File: config.mk
export PLATFORM = sky130hd
export DESIGN_NAME = mem_port_arbiter
export DESIGN_NICKNAME = d
export VERILOG_FILES = /design/src/rtl/fe_pkg.sv /design/src/rtl/mem_arb_timeout_cnt.sv /design/src/rtl/mem_port_arbiter.sv
export SDC_FILE = /design/constraint.sdc
export NUM_CORES = 1
export LEC_CHECK = 0
export CAP_MARGIN = 0
export CORE_ASPECT_RATIO = 0.9
export CORE_UTILIZATION = 43
export DETAILED_ROUTE_END_ITERATION = 7
export PLACE_DENSITY_LB_ADDON = 0.12
export SETUP_SLACK_MARGIN = 0.15
export SLEW_MARGIN = 10
export SYNTH_ARGS = -nofsm -noshare
export SYNTH_HDL_FRONTEND = slang
export SYNTH_SLANG_ARGS = --single-unit
File: constraint.sdc
create_clock -name clk -period 4.6 [get_ports clk]
set_input_delay 1.38 -clock clk [delete_from_list [all_inputs] [get_ports clk]]
set_output_delay 1.38 -clock clk [all_outputs]
set_load 0.005 [all_outputs]
File: src/rtl/fe_pkg.sv
// Shared types, constants and register macros for the front-end memory port arbiter.
// The register macro assumes a clock named clk and an active-low synchronous reset named rst.
`ifndef FF_D_RST_EN
`define FF_D_RST_EN(q_, d_, en_, rv_) \
    always_ff @(posedge clk) begin \
        if (!rst) q_ <= (rv_); \
        else if (en_) q_ <= (d_); \
    end
`endif

package fe_pkg;

    typedef enum logic [1:0] {
        ARB_IDLE   = 2'd0,
        ARB_I_BUSY = 2'd1,
        ARB_D_BUSY = 2'd2,
        ARB_RESP   = 2'd3
    } MEM_ARB_FSM_t;

    typedef enum logic {
        OWNER_IF = 1'b0,
        OWNER_D  = 1'b1
    } MEM_ARB_OWNER_t;

    localparam logic [31:0] MEM_ARB_ERR_DATA = 32'hDEADBEEF;

endpackage

File: src/rtl/mem_arb_timeout_cnt.sv
// Busy-cycle counter for the memory port arbiter; flags expiry in the cycle
// the TIMEOUT_CYCLES-th busy cycle passes without an ack.
module mem_arb_timeout_cnt #(
    parameter int TIMEOUT_CYCLES = 16
) (
    input  logic clk,
    input  logic rst,
    input  logic clr,
    input  logic busy,
    input  logic ack,
    output logic expired
);
    localparam int CW = $clog2(TIMEOUT_CYCLES) + 1;

    logic [CW-1:0] cnt_reg;

    always_ff @(posedge clk) begin
        if (!rst || clr) begin
            cnt_reg <= '0;
        end else if (busy && !ack) begin
            cnt_reg <= cnt_reg + 1'b1;
        end
    end

    // An ack in the expiry cycle takes precedence over the abort.
    assign expired = busy && !ack && (cnt_reg == CW'(TIMEOUT_CYCLES - 1));

endmodule

File: src/rtl/mem_port_arbiter.sv
// Arbitrates the unified memory port between instruction fetch and load/store.
// Optional busy timeout with sticky error is enabled by defining MEM_ARB_TIMEOUT_EN.
module mem_port_arbiter
    import fe_pkg::*;
#(
    parameter int ADDR_W         = 32,
    parameter int DATA_W         = 32,
    parameter int TIMEOUT_CYCLES = 16
) (
    input  logic                clk,
    input  logic                rst,
    input  logic                if_req_i,
    input  logic [ADDR_W-1:0]   if_addr_i,
    output logic                if_gnt_o,
    output logic                if_rvalid_o,
    output logic [DATA_W-1:0]   if_rdata_o,
    input  logic                d_req_i,
    input  logic                d_we_i,
    input  logic [DATA_W/8-1:0] d_be_i,
    input  logic [ADDR_W-1:0]   d_addr_i,
    input  logic [DATA_W-1:0]   d_wdata_i,
    output logic                d_gnt_o,
    output logic                d_rvalid_o,
    output logic [DATA_W-1:0]   d_rdata_o,
    output logic                mem_req_o,
    output logic                mem_we_o,
    output logic [DATA_W/8-1:0] mem_be_o,
    output logic [ADDR_W-1:0]   mem_addr_o,
    output logic [DATA_W-1:0]   mem_wdata_o,
    input  logic                mem_ack_i,
    input  logic [DATA_W-1:0]   mem_rdata_i,
    output logic                busy_o,
    output logic                err_o
);
    MEM_ARB_FSM_t   state_reg, state_next;
    MEM_ARB_OWNER_t prio_reg, prio_next;
    MEM_ARB_OWNER_t owner_reg, owner_next;

    logic                we_reg, we_next;
    logic [DATA_W/8-1:0] be_reg, be_next;
    logic [ADDR_W-1:0]   addr_reg, addr_next;
    logic [DATA_W-1:0]   wdata_reg, wdata_next;
    logic [DATA_W-1:0]   if_rdata_reg, d_rdata_reg, rdata_next;

    logic grant;
    logic in_busy;
    logic cap_en;
    logic timeout_hit;

    assign in_busy = (state_reg == ARB_I_BUSY) || (state_reg == ARB_D_BUSY);

    always_comb begin
        state_next = state_reg;
        if_gnt_o   = 1'b0;
        d_gnt_o    = 1'b0;
        cap_en     = 1'b0;

        // Grants are gated by rst so nothing is accepted while reset is held.
        if (rst && state_reg == ARB_IDLE) begin
            if (d_req_i && (!if_req_i || prio_reg == OWNER_D)) begin
                d_gnt_o = 1'b1;
            end else if (if_req_i) begin
                if_gnt_o = 1'b1;
            end
        end

        case (state_reg)
            ARB_IDLE: begin
                if (d_gnt_o)       state_next = ARB_D_BUSY;
                else if (if_gnt_o) state_next = ARB_I_BUSY;
            end
            ARB_I_BUSY, ARB_D_BUSY: begin
                if (mem_ack_i || timeout_hit) begin
                    cap_en     = 1'b1;
                    state_next = ARB_RESP;
                end
            end
            ARB_RESP: state_next = ARB_IDLE;
            default:  state_next = ARB_IDLE;
        endcase
    end

    assign grant      = if_gnt_o || d_gnt_o;
    // The priority bit always points at whoever did not just win.
    assign prio_next  = d_gnt_o ? OWNER_IF : OWNER_D;
    assign owner_next = d_gnt_o ? OWNER_D : OWNER_IF;
    assign we_next    = d_gnt_o ? d_we_i : 1'b0;
    assign be_next    = d_gnt_o ? d_be_i : '1;
    assign addr_next  = d_gnt_o ? d_addr_i : if_addr_i;
    assign wdata_next = d_gnt_o ? d_wdata_i : '0;

    always_comb begin
        rdata_next = mem_rdata_i;
        if (!mem_ack_i && timeout_hit) rdata_next = DATA_W'(MEM_ARB_ERR_DATA);
        else if (we_reg)               rdata_next = '0;
    end

    `FF_D_RST_EN(state_reg, state_next, 1'b1, ARB_IDLE)
    `FF_D_RST_EN(prio_reg, prio_next, grant, OWNER_D)
    `FF_D_RST_EN(owner_reg, owner_next, grant, OWNER_IF)
    `FF_D_RST_EN(we_reg, we_next, grant, 1'b0)
    `FF_D_RST_EN(be_reg, be_next, grant, '0)
    `FF_D_RST_EN(addr_reg, addr_next, grant, '0)
    `FF_D_RST_EN(wdata_reg, wdata_next, grant, '0)
    `FF_D_RST_EN(if_rdata_reg, rdata_next, cap_en && owner_reg == OWNER_IF, '0)
    `FF_D_RST_EN(d_rdata_reg, rdata_next, cap_en && owner_reg == OWNER_D, '0)

`ifdef MEM_ARB_TIMEOUT_EN
    logic err_reg;

    mem_arb_timeout_cnt #(
        .TIMEOUT_CYCLES(TIMEOUT_CYCLES)
    ) u_timeout_cnt (
        .clk    (clk),
        .rst    (rst),
        .clr    (grant),
        .busy   (in_busy),
        .ack    (mem_ack_i),
        .expired(timeout_hit)
    );

    `FF_D_RST_EN(err_reg, 1'b1, timeout_hit, 1'b0)
    assign err_o = err_reg;
`else
    localparam int unused_timeout_cycles = TIMEOUT_CYCLES;
    assign timeout_hit = 1'b0;
    assign err_o       = 1'b0;
`endif

    assign mem_req_o   = in_busy;
    assign mem_we_o    = we_reg;
    assign mem_be_o    = be_reg;
    assign mem_addr_o  = addr_reg;
    assign mem_wdata_o = wdata_reg;
    assign busy_o      = (state_reg != ARB_IDLE);
    assign if_rvalid_o = (state_reg == ARB_RESP) && (owner_reg == OWNER_IF);
    assign d_rvalid_o  = (state_reg == ARB_RESP) && (owner_reg == OWNER_D);
    assign if_rdata_o  = if_rdata_reg;
    assign d_rdata_o   = d_rdata_reg;

endmodule

==> metrics.json, run 1 <==
{
  "status": {
    "status": "finished, final reports clean"
  },
  "worst_setup_path": {
    "cp_common_cell": "sky130_fd_sc_hd__clkdlybuf4s50_1",
    "r2r.worst_path.cells": 6,
    "timing.critical_path.from_type": "input pin",
    "reg2reg_to": "mem_wdata_o[21]$_SDFFE_PN0P_",
    "required_ns": 3.22,
    "crit_path_max_fanout": 7,
    "worst_path_largest_cell_delay_ns": 0.61,
    "r2r_start": "state_reg[0]$_SDFFE_PN0P_",
    "crit_path_cell_trace": "clkdlybuf4s50_1 -> and3_1 -> and2_1 -> clkdlybuf4s50_1",
    "timing.setup.critical_path_class": "in -> out",
    "regToRegSetupSlack_ns": 2.65,
    "worst_path_max_delay_cell": "sky130_fd_sc_hd__clkdlybuf4s50_1",
    "crit_arrival_ns": 2.93,
    "worst-path-buf-inv": 2,
    "cpLargestDelayFamily": "buffers and inverters",
    "setup.worst_path.end_class": "output port"
  },
  "logic_synthesis": {
    "yosysSeqAreaShare_pct": 50.8,
    "synth.ff_latch_count": 137,
    "syn-num-nets": 772,
    "ys.warnings.count": 0,
    "synth.distinct_cells": 32,
    "postSynthAreaPerCell_sq_um": 8.55,
    "netlist_area_sq_um": 5390,
    "synthCells": 631
  },
  "sta": {
    "setup_total_negative_slack_ns": 0,
    "finalSetupViolations": 0,
    "finalMaxSlewViolations": 0,
    "worst-slew-pin-transition_ns": 0.706,
    "final.setup_skew_ns": 0.0109,
    "final.period_utilization_pct": 93.6,
    "finalHoldViolations": 0,
    "rsz0062_at_grt": "false",
    "timing.slew.headroom_pct": 53.0,
    "max_clock_freq_ghz": 0.232,
    "layout_min_cycle_time_ns": 4.31
  },
  "drt": {
    "routedWlPerCell_microns": 17.1,
    "wl_met2_microns": 9060,
    "drtIter0Drc": 352,
    "drc": 0,
    "route.layer.met1.wl_microns": 7160,
    "vias_per_cell": 5.41,
    "detailroute.wirelength.met3_microns": 1420,
    "detailedRoute.firstPassIterationCount": 5,
    "route.top_layer_used": "met4",
    "drt.antenna.violating_nets": 0,
    "route.final.wire_length_microns": 18000,
    "route.vias.total": 5686
  },
  "pwr": {
    "pwr-share-clk_pct": 36.0,
    "p_leak_nw": 3.11,
    "p_int_mw": 2.99,
    "vdd_drop_max_uv": 285,
    "share_comb_of_total_power_pct": 28.8,
    "power_density_nw_per_um2": 472,
    "swShare_pct": 28.3,
    "power.total_mw": 4.16,
    "power.switching_mw": 1.18,
    "seqPwrFrac_pct": 35.2
  },
  "finish": {
    "final_cell_count_no_fill": 1051,
    "areaGrowthSynthToFinish_pct": 63.5,
    "post_route_cells_drive_above_1_share_pct": 6.06,
    "nNetsFinal": 1019,
    "antenna-diode-count": 0,
    "final_design_area_no_fill_sq_um": 8820
  },
  "global_routing": {
    "via_count_of_the_first_global_routing_pass": 5554,
    "first_pass_grt_wire_length_microns": 27900,
    "gr-total-overflow": 0,
    "grt_usage_pct": 27.4,
    "pin_count_of_the_biggest_net_entering_global_routing": 71,
    "grt_antenna_before_repair": 0
  },
  "clocking": {
    "post-cts-setup-buffer-count": 0,
    "cts_made_buffers": 17,
    "ctsResizeCount": 0,
    "clock_path_buffers": 2,
    "h-tree-depth": 4,
    "cts.sinks": 137,
    "clk_pin_slew_ns": 0.06,
    "cts_tree": "built",
    "cts-hold-fix-buffers": 0,
    "clk_latency_ns": 0.40,
    "clockRootBuffer": "sky130_fd_sc_hd__clkbuf_16"
  },
  "placement": {
    "post-dp-hpwl_microns": 12000,
    "globalplace.congestion": 0.822,
    "buffer_ports.inserted": 276,
    "dp_cells": 1019,
    "placedInstanceArea_sq_um": 8160
  },
  "floorplanning": {
    "placementRows": 38,
    "initial_cell_density_of_the_core_pct": 44.5,
    "die_w_microns": 120,
    "die_area_sq_um": 13000,
    "core_region_area_sq_um": 12100,
    "top_level_ports": 278,
    "die_height_microns": 108
  },
  "run": {
    "timing.max_cap.violations": 0
  },
  "worst_hold_path": {
    "worstHoldEndpoint": "if_rdata_o[9]$_SDFFE_PN0P_",
    "hold_class": "reg -> reg",
    "hold_depth": 2,
    "timing.hold.worst.start": "if_rdata_o[9]$_SDFFE_PN0P_"
  }
}
[layer usage]
layer | up-vias | GRT usage [%]
met5 | - | 0
met4 | 0 | 10.4
met3 | 26 | 8.65
met2 | 234 | 48.2
met1 | 2710 | 31.1
li1 | 2716 | -
[final cells by class]
type	instances	area, sq um
Fill cell	939	3300
Timing Repair Buffer	289	2870
Sequential cell	137	2740
Multi-Input combinational cell	427	2320
Clock buffer	21	470
Tap cell	160	200
Clock inverter	11	193
Inverter	6	25.0
[placed cells by master (no fill, tap or decap), types with 2 or more instances in the layout]
cell type                         instances
sky130_fd_sc_hd__nor2b_1                 34
sky130_fd_sc_hd__clkbuf_8                 3
sky130_fd_sc_hd__a21oi_1                 96
sky130_fd_sc_hd__clkinv_2                 2
sky130_fd_sc_hd__dfxtp_1                137
sky130_fd_sc_hd__clkbuf_16               17
sky130_fd_sc_hd__clkdlybuf4s50_1        276
sky130_fd_sc_hd__ha_1                     3
sky130_fd_sc_hd__o221a_2                  4
sky130_fd_sc_hd__inv_1                    5
sky130_fd_sc_hd__and2_1                   2
sky130_fd_sc_hd__nand2_1                133
sky130_fd_sc_hd__buf_4                   12
sky130_fd_sc_hd__nand2b_1                 2
sky130_fd_sc_hd__nand3_1                 35
sky130_fd_sc_hd__clkinv_4                 2
sky130_fd_sc_hd__a32oi_1                 65
sky130_fd_sc_hd__and3_1                   2
sky130_fd_sc_hd__nor2_1                  36
sky130_fd_sc_hd__bufinv_16                5
sky130_fd_sc_hd__clkinvlp_4               2
[power groups by stage]
| stage | clock network [mW] | logic [mW] | registers (mW) |
|---|---|---|---|
| after floorplan | 0 | 0.570 | 1.49 |
| after global placement | 0 | 1.16 | 1.47 |
| after detailed placement | 0 | 1.19 | 1.49 |
| after CTS | 1.52 | 1.20 | 1.46 |
| after global routing | 1.58 | 1.29 | 1.49 |
| final | 1.50 | 1.20 | 1.46 |
[kinds of logic after synthesis]
kind of cell	Yosys count	share of synthesized area, %
DFF	137	50.8
buffers and inverters	67	6.26
other	1	0.0695
and+or+nand+nor	252	20.9
adders and majority gates	3	0.696
AOI/OAI and AO/OA	171	21.3
[worst max path at each step]
stage / endpoint / slack [ns] / cells past startpoint / start
after floorplan: if_gnt_o / 1.40 / 3 / if_req_i
after global placement: if_gnt_o / 0.32 / 4 / rst
after detailed placement: if_gnt_o / 0.33 / 4 / rst
after CTS: if_gnt_o / 0.31 / 4 / rst
after global routing: if_gnt_o / 0.23 / 4 / rst
final: if_gnt_o / 0.29 / 4 / rst
[Yosys cell counts]
cell                        instances  area [sq um]
sky130_fd_sc_hd__nand2b_1           3          18.8
sky130_fd_sc_hd__nand3_1           35           175
sky130_fd_sc_hd__inv_2              1          3.75
sky130_fd_sc_hd__nor3_2             1          10.0
sky130_fd_sc_hd__ha_1               3          37.5
sky130_fd_sc_hd__and3_4             1          11.3
sky130_fd_sc_hd__and3b_1            1          8.76
sky130_fd_sc_hd__nor2b_1           34           213
sky130_fd_sc_hd__clkbuf_1          24          90.1
sky130_fd_sc_hd__a32oi_1           65           569
sky130_fd_sc_hd__dfxtp_1          137          2740
sky130_fd_sc_hd__buf_2             27           135
sky130_fd_sc_hd__nand2_1          133           499
sky130_fd_sc_hd__a21oi_1           96           480
sky130_fd_sc_hd__or3b_1             1          8.76
sky130_fd_sc_hd__buf_6              5          56.3
sky130_fd_sc_hd__o211ai_1           1          7.51
sky130_fd_sc_hd__o31a_1             1          8.76
sky130_fd_sc_hd__buf_4              4          30.0
sky130_fd_sc_hd__o32ai_1            1          8.76
sky130_fd_sc_hd__nand3b_1           1          7.51
sky130_fd_sc_hd__inv_1              5          18.8
sky130_fd_sc_hd__a31oi_1            1          6.26
sky130_fd_sc_hd__a2bb2oi_1          1          8.76
sky130_fd_sc_hd__o221a_2            4          45.0
sky130_fd_sc_hd__and3_1             3          18.8
sky130_fd_sc_hd__and2_1             2          12.5
sky130_fd_sc_hd__a211oi_2           1          12.5
sky130_fd_sc_hd__conb_1             1          3.75
sky130_fd_sc_hd__buf_1              1          3.75
sky130_fd_sc_hd__nand4_1            1          6.26
sky130_fd_sc_hd__nor2_1            36           135
[metrics by stage]
stage	hold slack (ns)	util, %	worst slack, ns
floorplan	0.453	-	1.40
global placement	0.442	67.3	0.323
detailed placement	0.446	67.3	0.330
CTS	0.455	72.8	0.308
global route	0.468	72.8	0.231
finish	0.451	72.8	0.295
[worst register-to-register path, stage by stage (launching register included)]
cell and delay (ns):
sky130_fd_sc_hd__dfxtp_1 0.32, sky130_fd_sc_hd__inv_1 0.09, sky130_fd_sc_hd__ha_1 0.31, sky130_fd_sc_hd__and3_2 0.23, sky130_fd_sc_hd__buf_4 0.54, sky130_fd_sc_hd__a32oi_1 0.26
sky130_fd_sc_hd__nor2_1 0.13
No activity file was read; power rests on OpenSTA's default activity.
==> run 2: changes to the inputs <==
==> constraint.sdc (replaced) <==
create_clock -name clk -period 4.6 [get_ports clk]
set_input_delay 1.38 -clock clk [delete_from_list [all_inputs] [get_ports clk]]
set_output_delay 1.38 -clock clk [all_outputs]
set_load 0.01 [all_outputs]
==> metrics.json, run 2 (synthesis gave the netlist of run 1 again) <==
{
  "drt": {
    "route.vias.total": {"value": 5646, "change": "-0.70%"},
    "vias_per_cell": {"value": 5.37, "change": "-0.70%"},
    "detailedRoute.firstPassIterationCount": {"value": 5, "change": "unchanged"},
    "route.final.wire_length": {"value": 17900, "unit": "microns", "change": "-0.84%"},
    "routedWlPerCell": {"value": 17.0, "unit": "microns", "change": "-0.84%"},
    "drc": {"value": 0, "change": "unchanged"},
    "drt.antenna.violating_nets": {"value": 0, "change": "unchanged"},
    "drtIter0Drc": {"value": 444, "change": "+26%"}
  },
  "sta": {
    "setup_total_negative_slack": {"value": 0, "unit": "ns", "change": "unchanged"},
    "rsz0062_at_grt": "false",
    "finalHoldViolations": {"value": 0, "change": "unchanged"},
    "max_clock_freq": {"value": 0.229, "unit": "GHz", "change": "-1.2%"},
    "finalSetupViolations": {"value": 0, "change": "unchanged"},
    "finalMaxSlewViolations": {"value": 0, "change": "unchanged"},
    "timing.slew.headroom": {"value": 53.0, "unit": "%", "change": "about the same"},
    "layout_min_cycle_time": {"value": 4.36, "unit": "ns", "change": "+0.0531 ns"},
    "worst-slew-pin-transition": {"value": 0.705, "unit": "ns", "change": "-0.000601 ns"},
    "finalWorstSetupSlack": {"value": 0.242, "unit": "ns", "change": "-0.0531 ns"},
    "final.setup_skew": {"value": 0.00475, "unit": "ns", "change": "-0.00616 ns"},
    "hold_ws": {"value": 0.451, "unit": "ns", "change": "-0.000509 ns"},
    "final.period_utilization": {"value": 94.7, "unit": "%", "change": "+1.2 points"}
  },
  "worst_hold_path": {
    "hold_depth": {"value": 2, "change": "unchanged"},
    "hold_class": "reg -> reg"
  },
  "finish": {
    "antenna-diode-count": {"value": 0, "change": "unchanged"},
    "seqCellArea": {"value": 2740, "unit": "sq um", "change": "unchanged"},
    "final_core_utilization": {"value": 72.0, "unit": "%", "change": "-0.77 points"},
    "final_common_cell": "sky130_fd_sc_hd__clkdlybuf4s50_1",
    "layout_common_cells": "sky130_fd_sc_hd__clkdlybuf4s50_1 (276), sky130_fd_sc_hd__dfxtp_1 (137), sky130_fd_sc_hd__nand2_1 (133), sky130_fd_sc_hd__a21oi_1 (96), sky130_fd_sc_hd__a32oi_1 (65)",
    "areaGrowthSynthToFinish_pct": 61.8,
    "final_cell_count_no_fill": {"value": 1051, "change": "unchanged"},
    "multi_input_area": {"value": 2320, "unit": "sq um", "change": "unchanged"},
    "post_route_cells_drive_above_1_share": {"value": 5.95, "unit": "%", "change": "-0.11 points"},
    "nNetsFinal": {"value": 1019, "change": "unchanged"},
    "final.fill_count": {"value": 926, "change": "-1.4%"}
  },
  "clocking": {
    "cts_tree": "built",
    "clk_latency": {"value": 0.41, "unit": "ns", "change": "about the same"},
    "h-tree-depth": {"value": 4, "change": "unchanged"},
    "clk_pin_slew": {"value": 0.05, "unit": "ns", "change": "about the same"},
    "post-cts-setup-buffer-count": {"value": 0, "change": "unchanged"},
    "ctsResizeCount": {"value": 0, "change": "unchanged"},
    "clockRootBuffer": "sky130_fd_sc_hd__clkbuf_16",
    "cts.sinks": {"value": 137, "change": "unchanged"},
    "clock_path_buffers": {"value": 2, "change": "unchanged"},
    "cts-hold-fix-buffers": {"value": 0, "change": "unchanged"},
    "cts_made_buffers": {"value": 17, "change": "unchanged"}
  },
  "placement": {
    "dp_cells": {"value": 1019, "change": "unchanged"},
    "globalplace.congestion": {"value": 0.823, "change": "+0.16%"},
    "buffer_ports.inserted": {"value": 276, "change": "unchanged"},
    "post-dp-hpwl": {"value": 11800, "unit": "microns", "change": "-1.4%"},
    "pre_cts_slack": {"value": 0.285, "unit": "ns", "change": "-0.0455 ns"}
  },
  "floorplanning": {
    "die_w": {"value": 120, "unit": "microns", "change": "unchanged"},
    "placementRows": {"value": 38, "change": "unchanged"},
    "top_level_ports": {"value": 278, "change": "unchanged"},
    "core_region_area": {"value": 12100, "unit": "sq um", "change": "unchanged"},
    "initial_cell_density_of_the_core": {"value": 44.5, "unit": "%", "change": "unchanged"},
    "die_area": {"value": 13000, "unit": "sq um", "change": "unchanged"},
    "die_height": {"value": 108, "unit": "microns", "change": "unchanged"}
  },
  "worst_setup_path": {
    "r2r.worst_path.cells": {"value": 6, "change": "unchanged"},
    "setup.worst_path.end_class": "output port",
    "crit_path_max_fanout": {"value": 7, "change": "unchanged"},
    "required": {"value": 3.22, "unit": "ns", "change": "about the same"},
    "timing.critical_path.from_type": "input pin",
    "crit_arrival": {"value": 2.98, "unit": "ns", "change": "+0.05 ns"},
    "timing.setup.critical_path_class": "in -> out"
  },
  "global_routing": {
    "via_count_of_the_first_global_routing_pass": {"value": 5462, "change": "-1.7%"},
    "pin_count_of_the_biggest_net_entering_global_routing": {"value": 71, "change": "unchanged"},
    "grt_usage": {"value": 27.2, "unit": "%", "change": "-0.19 points"},
    "grt_antenna_before_repair": {"value": 0, "change": "unchanged"},
    "gr-total-overflow": {"value": 0, "change": "unchanged"},
    "first_pass_grt_wire_length": {"value": 27600, "unit": "microns", "change": "-1.1%"}
  },
  "pwr": {
    "share_comb_of_total_power": {"value": 31.5, "unit": "%", "change": "+2.7 points"},
    "p_leak": {"value": 3.07, "unit": "nW", "change": "-1.1%"},
    "p_int": {"value": 2.79, "unit": "mW", "change": "-6.5%"},
    "seqPwrFrac": {"value": 36.4, "unit": "%", "change": "+1.2 points"},
    "pwr-share-clk": {"value": 32.0, "unit": "%", "change": "-4.0 points"},
    "swShare": {"value": 30.5, "unit": "%", "change": "+2.2 points"},
    "power.switching": {"value": 1.22, "unit": "mW", "change": "+3.9%"},
    "vdd_drop_max": {"value": 328, "unit": "uV", "change": "+15%"},
    "power_density": {"value": 460, "unit": "nW/um^2", "change": "-2.5%"}
  },
  "status": {
    "status": "finished, final reports clean"
  },
  "run": {
    "timing.max_cap.violations": {"value": 0, "change": "unchanged"}
  }
}
[run 2: cell count changes in the layout (fill, tap and decap cells not counted)]
cell                         delta
sky130_fd_sc_hd__clkinv_2       +4
sky130_fd_sc_hd__clkinvlp_4     -1
sky130_fd_sc_hd__bufinv_16      -4
sky130_fd_sc_hd__clkbuf_1       +1
sky130_fd_sc_hd__clkbuf_8       +2
sky130_fd_sc_hd__clkinv_4       -2
[run 2: worst max-delay path: stages]
cell,delay (ns)
sky130_fd_sc_hd__clkdlybuf4s50_1,0.62
sky130_fd_sc_hd__and3_1,0.22
sky130_fd_sc_hd__and2_1,0.15
sky130_fd_sc_hd__clkdlybuf4s50_1,0.60
[run 2: layout make-up]
class	count	share of cell area [%]
Timing Repair Buffer	289	32.9
Sequential cell	137	31.4
Multi-Input combinational cell	427	26.6
Clock buffer	24	5.75
Tap cell	160	2.29
Clock inverter	8	0.774
Inverter	6	0.287
[run 2: final timing paths]
| kind | from | to | slack (ns) |
|---|---|---|---|
| worst min-delay path | if_rdata_o[9]$_SDFFE_PN0P_ | if_rdata_o[9]$_SDFFE_PN0P_ | 0.45 |
| worst max register to register | state_reg[0]$_SDFFE_PN0P_ | mem_wdata_o[31]$_SDFFE_PN0P_ | 2.63 |
| worst min register to register | if_rdata_o[9]$_SDFFE_PN0P_ | if_rdata_o[9]$_SDFFE_PN0P_ | 0.45 |
| worst max-delay path | rst | if_gnt_o | 0.24 |
[run 2: stage by stage]
stage	area [sq um]	power [mW]
finish	8730	4.01
CTS	8730	4.03
floorplan	5390	2.13
global route	8730	4.21
global placement	8160	2.70
detailed placement	8160	2.74
[run 2: layer usage]
metal / up-vias / part of all wire [%] / GRT usage [%]
li1: 2712 / - / -
met1: 2653 / 40 / 30.6
met2: 239 / 48 / 46.7
met3: 42 / 8.8 / 9.60
met4: 0 / 3.0 / 11.9
met5: - / 0 / 0
[run 2: power groups by stage]
stage                     clock, mW  sequential (mW)  combinational, mW
after floorplan                   0             1.56              0.576
after global placement            0             1.47               1.23
after detailed placement          0             1.48               1.26
after CTS                      1.30             1.46               1.27
after global routing           1.36             1.48               1.37
final                          1.28             1.46               1.27
==> variant (flow settings as in run 2) <==
Build with the macro `MEM_ARB_TIMEOUT_EN` defined.
--- a/src/rtl/mem_port_arbiter.sv
+++ b/src/rtl/mem_port_arbiter.sv
@@ -1,5 +1,7 @@
 // Arbitrates the unified memory port between instruction fetch and load/store.
 // Optional busy timeout with sticky error is enabled by defining MEM_ARB_TIMEOUT_EN.
+`define MEM_ARB_TIMEOUT_EN
+
 module mem_port_arbiter
     import fe_pkg::*;
 #(
Behaviour: same outputs for any inputs over 4 cycles, from zero or initial values and one cycle with rst low; that may be too few to reach the edited logic, so the function may still have changed.
==> variant against run 2 <==
Area after synthesis increased by 0.37%; final area is 1.5% higher; hold slack better by 0.021 ns; critical endpoint unchanged; sequential cell count rose by 6; global-route usage is 0.18 points lower; sequential power grew 14%; synthesized cell count down 12%; routed wire length up 1.6%; critical path type unchanged; first-iteration DRC count down 17%; worst setup slack better by 0.099 ns; non-clock buffer count increased by 3; cell count decreased by 6.9%; largest power group is now combinational cells; total power is 20% higher.
==> variant: results (changes against run 2) <==
[worst_setup_path]
r2r_end = if_rdata_o[26]  ; was mem_wdata_o[31]
critPathArrivalTime_ns = 2.88  ; was 2.98 ns
critPathMaxFanout = 5  ; was 7
slowest_delay_ns = 0.58  ; was 0.62 ns
r2r_cells = 6  ; unchanged
crit_start = if_req_i  ; was rst
r2r-start = u_timeout_cnt.cnt_reg[0]  ; was state_reg[0]
crit_slowest_cell = clkdlybuf4s50_1  ; unchanged
r2r_slack_ns = 2.15  ; was 2.63 ns

[synthesis]
synthTopCellsByCount = 143 x dfxtp_1, 68 x a21oi_1, 53 x a211oi_1  ; was 137 x dfxtp_1, 133 x nand2_1, 96 x a21oi_1
synthCells = 555  ; was 631
synth_area_leaders = dfxtp_1 53%, a211oi_1 7.3%, a21oi_1 6.3%, a22o_1 5.5%, a32oi_1 2.9%  ; was dfxtp_1 51%, a32oi_1 11%, nand2_1 9.3%, a21oi_1 8.9%, nor2b_1 3.9%
synth_cell_type_count = 42  ; was 32
yosysWarnings = 0  ; unchanged
synth_fp_nets = 698  ; was 772
synth-seq-area-share = 0.529  ; was 0.508

[detailed_routing]
first_iter_violations = 370  ; was 444
avgViaCountPerCell = 5.63  ; was 5.37
wl_um = 18200  ; was 17900 µm
dr_total_vias = 5510  ; was 5646

[hold_path]
holdPathEnd = d_rdata_o[29]  ; was if_rdata_o[9]
min_from = d_rdata_o[29]  ; was if_rdata_o[9]

[placement]
gp_congestion = 0.827  ; was 0.823
dp_cells = 947  ; was 1019
hpwl_um = 12300  ; was 11800 µm
placed_area_um2 = 8220  ; was 8160 µm²
port_buffers = 277  ; was 276

[global_route]
grt_max_degree = 58  ; was 71
grt_pass1_vias = 5393  ; was 5462
grt_pass1_wl_um = 27400  ; was 27600 µm

[cells_and_area]
nNetsFinal = 949  ; was 1019
drive_gt1_frac = 0.0635  ; was 0.0595
nFillCells = 900  ; was 926

[timing]
maxSlewHeadroom = 0.291  ; was 0.530
skew_ns = 0.00712  ; was 0.00475 ns

[power]
p_leak_nw = 3.25  ; was 3.07 nW
irDropWorstVdd_mv = 0.308  ; was 0.328 mV

[run_status]
outcome = complete, no violations  ; unchanged

## variant: cell types whose count changed after synthesis, sizes merged, moves of 8 or more
cell,run 2,this run
buf,37,29
nand2,133,22
o22ai,0,16
a32oi,65,18
a221o,0,14
nor2b,34,2
a21oi,96,68
nand3,35,10
nand4,1,18
a211oi,1,53
and3,4,17
a22o,0,34
## variant: stage by stage
step | utilization | worst slack [ns] | hold slack, ns
floorplan | - | 0.998 | 0.452
global placement | 0.676 | 0.395 | 0.457
detailed placement | 0.676 | 0.348 | 0.454
CTS | 0.728 | 0.343 | 0.472
global route | 0.728 | 0.294 | 0.486
finish | 0.728 | 0.341 | 0.471
## variant: layout make-up
class / instances / area share
flip-flops and latches: 143 / 0.323
well taps: 160 / 0.0226
inverters: 11 / 0.00466
clock buffers: 21 / 0.0531
multi-input cells: 341 / 0.252
clock inverters: 11 / 0.0182
repair buffers: 292 / 0.326
## variant: routing by layer
| metal | vias up | routed length (µm) | global-route usage | part of all wire |
|---|---|---|---|---|
| li1 | 2595 | - | - | - |
| met1 | 2645 | 7320 | 0.314 | 0.40 |
| met2 | 241 | 8790 | 0.453 | 0.48 |
| met3 | 29 | 1630 | 0.0934 | 0.090 |
| met4 | 0 | 405 | 0.118 | 0.022 |
| met5 | - | 0 | 0 | 0 |
## variant: cell families after synthesis
family / share of synthesized area
and+or+nand+nor: 0.106
xor gates and xnor gates: 0.00324
muxes: 0.00185
AOI/OAI and AO/OA: 0.290
buffers and inverters: 0.0592
DFF: 0.529
adders and majority gates: 0.0116
## variant: power breakdown
part | switching [mW] | internal, mW | total, mW
Combinational | 0.826 | 0.853 | 1.68
Sequential | 0.152 | 1.51 | 1.66
Clock | 0.515 | 0.946 | 1.46
